$ cat config.mk
export PLATFORM = sky130hd
export DESIGN_NAME = fifo_stream_reader_flat
export DESIGN_NICKNAME = d
export VERILOG_FILES = /design/src/rtl/fifo_rd_pkg.sv /design/src/rtl/fifo_stream_reader_if.sv /design/src/rtl/stream_prefetch_buf.sv /design/src/rtl/fifo_stream_reader.sv /design/src/flat_wrapper.sv
export SDC_FILE = /design/constraint.sdc
export NUM_CORES = 1
export LEC_CHECK = 0
export CAP_MARGIN = 20
export CORE_UTILIZATION = 40
export CTS_CLUSTER_SIZE = 16
export DETAILED_ROUTE_END_ITERATION = 6
export PLACE_DENSITY = 0.69
export SLEW_MARGIN = 10
export SYNTH_ARGS = -nofsm -noshare
export SYNTH_HDL_FRONTEND = slang
export SYNTH_SLANG_ARGS = --single-unit
$ cat constraint.sdc
create_clock -name clk -period 1.6 [get_ports clk]
set_input_delay 0.24 -clock clk [delete_from_list [all_inputs] [get_ports clk]]
set_output_delay 0.24 -clock clk [all_outputs]
set_load 0.01 [all_outputs]
$ cat src/rtl/fifo_rd_pkg.sv
// Shared sizing helpers and in-flight slot type for the FIFO stream reader.
package fifo_rd_pkg;

  localparam int RD_LATENCY_MIN = 1;
  localparam int RD_LATENCY_MAX = 2;

  // One issued FIFO read travelling towards the buffer; discard marks reads overtaken by a flush.
  typedef struct packed {
    logic issued;
    logic discard;
  } inflight_t;

  function automatic bit rd_latency_legal(input int lat);
    return (lat >= RD_LATENCY_MIN) && (lat <= RD_LATENCY_MAX);
  endfunction

  function automatic int buf_depth(input int lat);
    return lat + 1;
  endfunction

  function automatic int ptr_w(input int depth);
    return (depth > 1) ? $clog2(depth) : 1;
  endfunction

  function automatic int occ_w(input int depth);
    return $clog2(depth + 1);
  endfunction

endpackage

$ cat src/rtl/fifo_stream_reader_if.sv
// FIFO read port plus downstream valid/ready stream, as seen by the reader (master) and its environment (slave).
interface fifo_stream_reader_if #(
  parameter int WIDTH = 32
);
  logic             fifo_empty;
  logic             fifo_re;
  logic [WIDTH-1:0] fifo_dout;
  logic             out_valid;
  logic             out_ready;
  logic [WIDTH-1:0] out_data;

  modport master (
    output fifo_re, out_valid, out_data,
    input  fifo_empty, fifo_dout, out_ready
  );

  modport slave (
    input  fifo_re, out_valid, out_data,
    output fifo_empty, fifo_dout, out_ready
  );
endinterface

$ cat src/rtl/stream_prefetch_buf.sv
// Small circular prefetch buffer; the head entry drives the downstream stream directly.
module stream_prefetch_buf
  import fifo_rd_pkg::*;
#(
  parameter int WIDTH = 32,
  parameter int DEPTH = 2,
  parameter int OCC_W = occ_w(DEPTH)
) (
  input  logic             clk,
  input  logic             reset,
  input  logic             clear,
  input  logic             push,
  input  logic [WIDTH-1:0] push_data,
  input  logic             pop,
  output logic [OCC_W-1:0] occ,
  output logic             head_valid,
  output logic [WIDTH-1:0] head_data
);

  localparam int PW = ptr_w(DEPTH);

  logic [WIDTH-1:0] mem [DEPTH];
  logic [PW-1:0]    head;
  logic [PW-1:0]    tail;

  function automatic logic [PW-1:0] ptr_next(input logic [PW-1:0] p);
    return (p == PW'(DEPTH - 1)) ? '0 : p + 1'b1;
  endfunction

  always_ff @(posedge clk or negedge reset) begin
    if (!reset) begin
      head <= '0;
      tail <= '0;
      occ  <= '0;
      for (int i = 0; i < DEPTH; i++) mem[i] <= '0;
    end else if (clear) begin
      head <= '0;
      tail <= '0;
      occ  <= '0;
    end else begin
      if (push) begin
        mem[tail] <= push_data;
        tail      <= ptr_next(tail);
      end
      if (pop) head <= ptr_next(head);
      case ({push, pop})
        2'b10:   occ <= occ + 1'b1;
        2'b01:   occ <= occ - 1'b1;
        default: ;
      endcase
    end
  end

  assign head_valid = (occ != '0);
  assign head_data  = mem[head];

endmodule

$ cat src/rtl/fifo_stream_reader.sv
// Drains a simple_fifo through a credit-limited prefetch buffer and presents a valid/ready stream.
module fifo_stream_reader
  import fifo_rd_pkg::*;
#(
  parameter int WIDTH      = 32,
  parameter int RD_LATENCY = 1,
  parameter int CNT_W      = 32
) (
  input  logic                 clk,
  input  logic                 reset,
  input  logic                 enable,
  input  logic                 flush,
  fifo_stream_reader_if.master bus,
  output logic [CNT_W-1:0]     word_count
);

  // An illegal latency falls back to 1 so the datapath stays well formed.
  localparam int LAT       = rd_latency_legal(RD_LATENCY) ? RD_LATENCY : 1;
  localparam int BUF_DEPTH = buf_depth(LAT);
  localparam int OCC_W     = occ_w(BUF_DEPTH);

  inflight_t        inflight_p [LAT];
  logic [OCC_W-1:0] occ;
  logic             head_valid;
  logic [WIDTH-1:0] head_data;
  logic             pop;
  logic             push;
  logic             credit_ok;
  int               inflight_n;

  assign pop  = head_valid & bus.out_ready;
  assign push = inflight_p[LAT-1].issued & ~inflight_p[LAT-1].discard & ~flush;

  always_comb begin
    inflight_n = 0;
    for (int i = 0; i < LAT; i++)
      if (inflight_p[i].issued && !inflight_p[i].discard) inflight_n = inflight_n + 1;
    credit_ok = (int'(occ) + inflight_n) < (BUF_DEPTH + int'(pop));
  end

  assign bus.fifo_re = reset & enable & ~bus.fifo_empty & ~flush & credit_ok;

  // Read issue -> land: one slot per cycle of FIFO read latency
  always_ff @(posedge clk or negedge reset) begin
    if (!reset) begin
      for (int i = 0; i < LAT; i++) inflight_p[i] <= '0;
      word_count <= '0;
    end else begin
      inflight_p[0] <= '{issued: bus.fifo_re, discard: 1'b0};
      for (int i = 1; i < LAT; i++)
        inflight_p[i] <= '{issued: inflight_p[i-1].issued, discard: inflight_p[i-1].discard | flush};
      if (pop) word_count <= word_count + CNT_W'(1);
    end
  end

  stream_prefetch_buf #(
    .WIDTH (WIDTH),
    .DEPTH (BUF_DEPTH),
    .OCC_W (OCC_W)
  ) u_buf (
    .clk        (clk),
    .reset      (reset),
    .clear      (flush),
    .push       (push),
    .push_data  (bus.fifo_dout),
    .pop        (pop),
    .occ        (occ),
    .head_valid (head_valid),
    .head_data  (head_data)
  );

  assign bus.out_valid = head_valid;
  assign bus.out_data  = head_data;

endmodule

$ cat src/flat_wrapper.sv
// flat-port wrapper written by rule: the top's interface ports become plain ports
module fifo_stream_reader_flat import fifo_rd_pkg::*;
#(
  parameter int WIDTH      = 32,
  parameter int RD_LATENCY = 1,
  parameter int CNT_W      = 32
)
  (clk, reset, enable, flush, word_count, bus_fifo_re, bus_out_valid, bus_out_data, bus_fifo_empty, bus_fifo_dout, bus_out_ready);
  fifo_stream_reader_if #(.WIDTH(WIDTH)) bus_i ();
  input  logic clk;
  input  logic reset;
  input  logic enable;
  input  logic flush;
  output logic [CNT_W-1:0] word_count;
  output wire logic [$bits(bus_i.fifo_re)-1:0] bus_fifo_re;
  output wire logic [$bits(bus_i.out_valid)-1:0] bus_out_valid;
  output wire logic [$bits(bus_i.out_data)-1:0] bus_out_data;
  input wire logic [$bits(bus_i.fifo_empty)-1:0] bus_fifo_empty;
  input wire logic [$bits(bus_i.fifo_dout)-1:0] bus_fifo_dout;
  input wire logic [$bits(bus_i.out_ready)-1:0] bus_out_ready;
  assign bus_fifo_re = bus_i.fifo_re;
  assign bus_out_valid = bus_i.out_valid;
  assign bus_out_data = bus_i.out_data;
  assign bus_i.fifo_empty = bus_fifo_empty;
  assign bus_i.fifo_dout = bus_fifo_dout;
  assign bus_i.out_ready = bus_out_ready;
  fifo_stream_reader #(.WIDTH(WIDTH), .RD_LATENCY(RD_LATENCY), .CNT_W(CNT_W)) u_core (.clk(clk), .reset(reset), .enable(enable), .flush(flush), .bus(bus_i), .word_count(word_count));
endmodule
Yosys cells after proc, flatten, opt, wreduce, memory -nomap -nowiden
Index checks and enable logic that the tools add are counted.

operators by class
  multipliers = 0
  shift-type cells = 0
  bitwise operators = 10
  order comparisons = 4
  multiplexer cells = 15
  equal/unequal tests = 2
  $add $sub $neg = 7
  reductions and logical operators = 6
  div/mod/pow operators = 0

operators with widths
  operator               number
  $mux 32                4
  $bwmux 64              1
  $add 32x1->32 const B  1
  $demux 32 s1           1
  $lt 32x32->1           1
  $mux 1                 7
  $and 1x1->1            6
  $reduce_bool 2->1      3
  $ge 2x2->1 const B     2
  $not 1->2              2
  $pmux 2 s2             1
  $add 2x1->3            1
  $add 2x1->3 const A    1
  $reduce_bool 3->1      1
  $add 1x1->1 const B    2
  $add 2x1->2 const B    1
  $eq 2x1->1 const B     1
  $eq 2x2->1 const B     1
  $lt 2x1->1 const B     1
  $mux 2                 1
  $not 1->1              2
  $reduce_and 2->1       1
  $sub 2x1->2 const B    1
  $logic_and 1x1->1      1

word-level totals
  memories = 0
  memory bits (writable) = 0
  output and inout bits = 66
  memory bits (read-only) = 0
  bits in latches = 0
  logic and storage cells = 51
  flip-flop bits (word level) = 101

Logic depth before layout (Yosys ltp)
  depth after elaboration = 6
  gate-level depth with buffers = 6
  depth with buffers taken out = 5

By module
A second synthesis with hierarchy kept.

unflattened totals
  cells, all modules = 325
  area, all modules = 4566.9 um^2

by module, submodules not included
  module               cells an instance  area an instance (um^2)  instances  seq. area each (um^2)
  stream_prefetch_buf  190                2977.9                   1          1701.6
  fifo_stream_reader   135                1589.0                   1          825.8

Worst setup path after synthesis
Ideal clock, no wire load.

  path type = reg2reg
  from = register u_core.word_count[8]
  to = register u_core.word_count[27]
  library setup time = 0.127 ns
  setup slack = -0.045 ns
  clock period less this slack = 1.645 ns
  data arrival time = 1.518 ns
  cell stages (with the launch flop) = 6
  cell sequence = dfrtp_1 -> nand4_1 -> nor4_4 -> buf_6 -> nand3_1 -> xnor2_1

on the way
  longest elaborated chain between the ends = 1

RTL lines
  what                    line                      text
  from (decl)             fifo_stream_reader.sv:14  output logic [CNT_W-1:0] word_count
  from (signal assigned)  fifo_stream_reader.sv:52  if (pop) word_count <= word_count + CNT_W'(1);
  $add 32x1->32           fifo_stream_reader.sv:52

Every way passes these cells.
A chain may end at the register's enable or synchronous reset.

Worst setup path after layout
  from = register u_core.inflight_p[1] (netlist name)
  to = output port bus_fifo_re

on the way
  longest elaborated chain between the ends = 4

RTL lines
  what                               line                      text
  from (decl)                        fifo_stream_reader.sv:22  inflight_t inflight_p [LAT];
  from (signal, indexed assignment)  fifo_stream_reader.sv:51  inflight_p[i] <= '{issued: inflight_p[i-1].issued, discard: inflight_p[i-1].discard | flush};
  $mux 1                             fifo_stream_reader.sv:37  if (inflight_p[i].issued && !inflight_p[i].discard) inflight_n = inflight_n + 1;
  $add 2x1->3                        fifo_stream_reader.sv:38  credit_ok = (int'(occ) + inflight_n) < (BUF_DEPTH + int'(pop));
  $lt 32x32->1                       fifo_stream_reader.sv:38
  $and 1x1->1                        fifo_stream_reader.sv:41  assign bus.fifo_re = reset & enable & ~bus.fifo_empty & ~flush & credit_ok;
  to (decl)                          flat_wrapper.sv:15        output wire logic [$bits(bus_i.fifo_re)-1:0] bus_fifo_re;

Every way passes these cells.

==> results.sh <==
export IMPL_nets=548
export IMPL_syn2layout_area_growth_pct=53.8
export IMPL_grt_max_degree=54
export IMPL_grt_use_met2_pct=32.2
export IMPL_cts_tree="yes"
export IMPL_dieArea_sq_um=11700
export IMPL_hold_viol=0
export IMPL_root_buffer="clkbuf_8"
export IMPL_setup_slack_ps=-265
export IMPL_cp_required_ps=1360
export IMPL_clk_pin_slew_ps=90
export IMPL_dp_cells=588
export IMPL_clock_latency_ps=370
export IMPL_drive_gt1_share_pct=50.8
export IMPL_wl_microns=11100
export IMPL_gr_total_overflow=0
export IMPL_crit_path_start_kind="register"
export IMPL_syn_area_sq_um=4500
export IMPL_slew_headroom_pct=54.9
export IMPL_die_y_microns=108
export IMPL_cts_buffers=9
export IMPL_pre_cts_slack_ps=-509
export IMPL_ys_flop_type="dfrtp_1"
export IMPL_drv_cap=0
export IMPL_async_flop_share_pct=100
export IMPL_grtUsageMet3_pct=4.04
export IMPL_ant_nets=0
export IMPL_period_share_pct=117
export IMPL_setup_viol=52
export IMPL_fin_crit_ps=1860
export IMPL_hp_class="register to register"
export IMPL_worst_setup_path_type="register to output pin"
export IMPL_hold_slack_ps=492
export IMPL_grt_busiest_layer="met2"
export IMPL_instances_no_fill=652
export IMPL_n_fill_cell=841
export IMPL_syn_avg_cell_area_sq_um=13.7
export IMPL_via_count=3304
export IMPL_ys_ff_latch=101
export IMPL_rsz0062_at_grt="yes"
export IMPL_grtUsageTotal_pct=19.2
export IMPL_leakage_nw=3.32
export IMPL_synth_edff_count=0
export IMPL_vdd_drop_max_mv=0.599
export IMPL_grtUsageMet1_pct=24.5
export IMPL_crit_path_end_kind="output pin"
export IMPL_portBuffers=103
export IMPL_start_util_pct=41.3
export IMPL_rows=38
export IMPL_synth_nets=370
export IMPL_finClkSkew_ps=7.32
export IMPL_status="finished with violations"
export IMPL_synth_seq_area_share_pct=56.2
export IMPL_rrSetupSlack_ps=-150
export IMPL_grt_pass1_vias=3433
export IMPL_fmax_ghz=0.536
export IMPL_drc=0
export IMPL_yosysUniqueCellTypes=32
export IMPL_grt_pass1_wl_microns=17100
export IMPL_synthCells=329
export IMPL_worstPathMaxFanout=2
export IMPL_setup_tns_ps=-7830
export IMPL_slew_violations=0
export IMPL_arrival_ps=1620
export IMPL_gp_congestion=0.787
export IMPL_htreeDepth=3
export IMPL_clock_sinks=101
export IMPL_core_area_sq_um=10900
export IMPL_die_w_microns=108
export IMPL_antenna_found_initial=0
export IMPL_yosys_warnings=0
export IMPL_cts_buffer_depth=2
export IMPL_tightest_slew_ps=677
export IMPL_dr_pass1_iters=4
export IMPL_failed_checks="setup timing"
export IMPL_vias_per_cell=5.07
export IMPL_wl_per_cell_microns=17.0
export IMPL_p_per_area_nw_per_um2=957
export IMPL_hpwlAfterDp_microns=6600
export IMPL_drt_iter0_markers=66
export IMPL_io_pins=104
export IMPL_num_antenna_cells=0
export IMPL_post_route_util_pct=63.5
where the power goes:
group	leakage, nW	internal, mW	switching (mW)	total, mW
combinational	1.88	1.15	0.742	1.89
clock	0.0955	0.777	0.927	1.70
sequential	1.34	2.85	0.173	3.03
cell type report:
class,instances,area (sq um),share of cell area (%)
Tap cell,140,175,2.53
Clock buffer,10,138,1.99
Sequential cell,101,2530,36.6
Multi-Input combinational cell,211,2140,31.0
Inverter,2,7.51,0.108
Timing Repair Buffer,182,1850,26.8
Clock inverter,6,70.1,1.01
critical path, stage by stage (launching register included):
cell and delay [ps]:
dfrtp_1 390, ha_2 200, ha_4 160, nor2_4 70, nand3_2 80, nor3_2 190
buf_2 170
synth_stat cells (2+ instances only):
library cell	n	area, sq um
nand2_1	9	33.8
clkbuf_1	7	26.3
nand4_1	13	81.3
ha_1	3	37.5
dfrtp_1	101	2530
xor2_1	6	52.6
mux2_2	96	1080
and3_1	3	18.8
xnor2_1	29	254
inv_1	2	7.51
and2_1	4	25.0
nor3_1	7	35.0
nor2_1	8	30.0
buf_2	7	35.0
nand3_1	17	85.1
layer usage:
layer	wire length [microns]	vias to the layer above
met5	0	-
met2	5850	71
li1	-	1522
met3	407	9
met1	4700	1702
met4	135	0
state kept, by name, summed over array words and instances, names as in the netlist:
signal	flops
u_core.u_buf.head	1
u_core.u_buf.tail	1
u_core.word_count	32
u_core.inflight_p	1
u_core.u_buf.occ	2
u_core.u_buf.mem	64
cells by family after synthesis:
family	count (synthesis)	synth area share [%]
flops	101	56.2
fa+ha+maj	3	0.834
buf+inv	17	1.78
xor+xnor	35	6.81
compound gates	7	1.39
simple gates	70	8.98
mux	96	24.0
through the flow:
| stage | power (mW) | area (sq um) |
|---|---|---|
| 2_1_floorplan | 3.79 | 4510 |
| 3_3_place_gp | 4.63 | 5930 |
| 3_5_place_dp | 4.68 | 5930 |
| 4_1_cts | 6.61 | 6530 |
| 5_1_grt | 6.96 | 6920 |
| 6_report | 6.62 | 6920 |
path summary, 6_finish.rpt:
path	cells after the start	start	end
max in group asynchronous	3	reset	u_core.u_buf.head
worst min-delay path	1	u_core.word_count[29]	u_core.word_count[29]
worst min register to register	1	u_core.word_count[29]	u_core.word_count[29]
worst max register to register	9	u_core.u_buf.occ[0]	u_core.word_count[19]
min in group asynchronous	3	reset	u_core.word_count[31]
worst max-delay path	6	u_core.inflight_p[1]	bus_fifo_re
cells in the final DEF (no fill, tap or decap), types with 2 or more instances in the layout:
| master | n |
|---|---|
| nor2_1 | 7 |
| mux2_2 | 89 |
| dfrtp_1 | 96 |
| buf_8 | 2 |
| nor3_2 | 4 |
| buf_4 | 55 |
| and3_1 | 3 |
| mux2_4 | 7 |
| xor2_1 | 6 |
| nand3_2 | 2 |
| inv_6 | 2 |
| nand4_1 | 13 |
| clkinvlp_4 | 3 |
| clkdlybuf4s50_1 | 53 |
| dlymetal6s2s_1 | 5 |
| nand2_1 | 9 |
| nand3_1 | 9 |
| and2_1 | 4 |
| nand3_4 | 6 |
| clkbuf_16 | 2 |
| inv_1 | 2 |
| xnor2_2 | 6 |
| buf_6 | 47 |
| xnor2_1 | 23 |
| nor3_4 | 2 |
| buf_16 | 2 |
| buf_12 | 4 |
| clkbuf_8 | 10 |
| dfrtp_2 | 5 |
| dlygate4sd2_1 | 10 |
timing repair:
item / 4_1_cts / 5_1_grt
gates resized for setup: 207 / 46
gates cloned: 3 / 3
pin swaps: 13 / 23
endpoints found under the hold margin: 17 / 0
setup endpoints to repair: 75 / 66
buffers inserted: 25 / 20
hold buffers: 1 / 0
No activity file was read; power rests on OpenSTA's default activity.
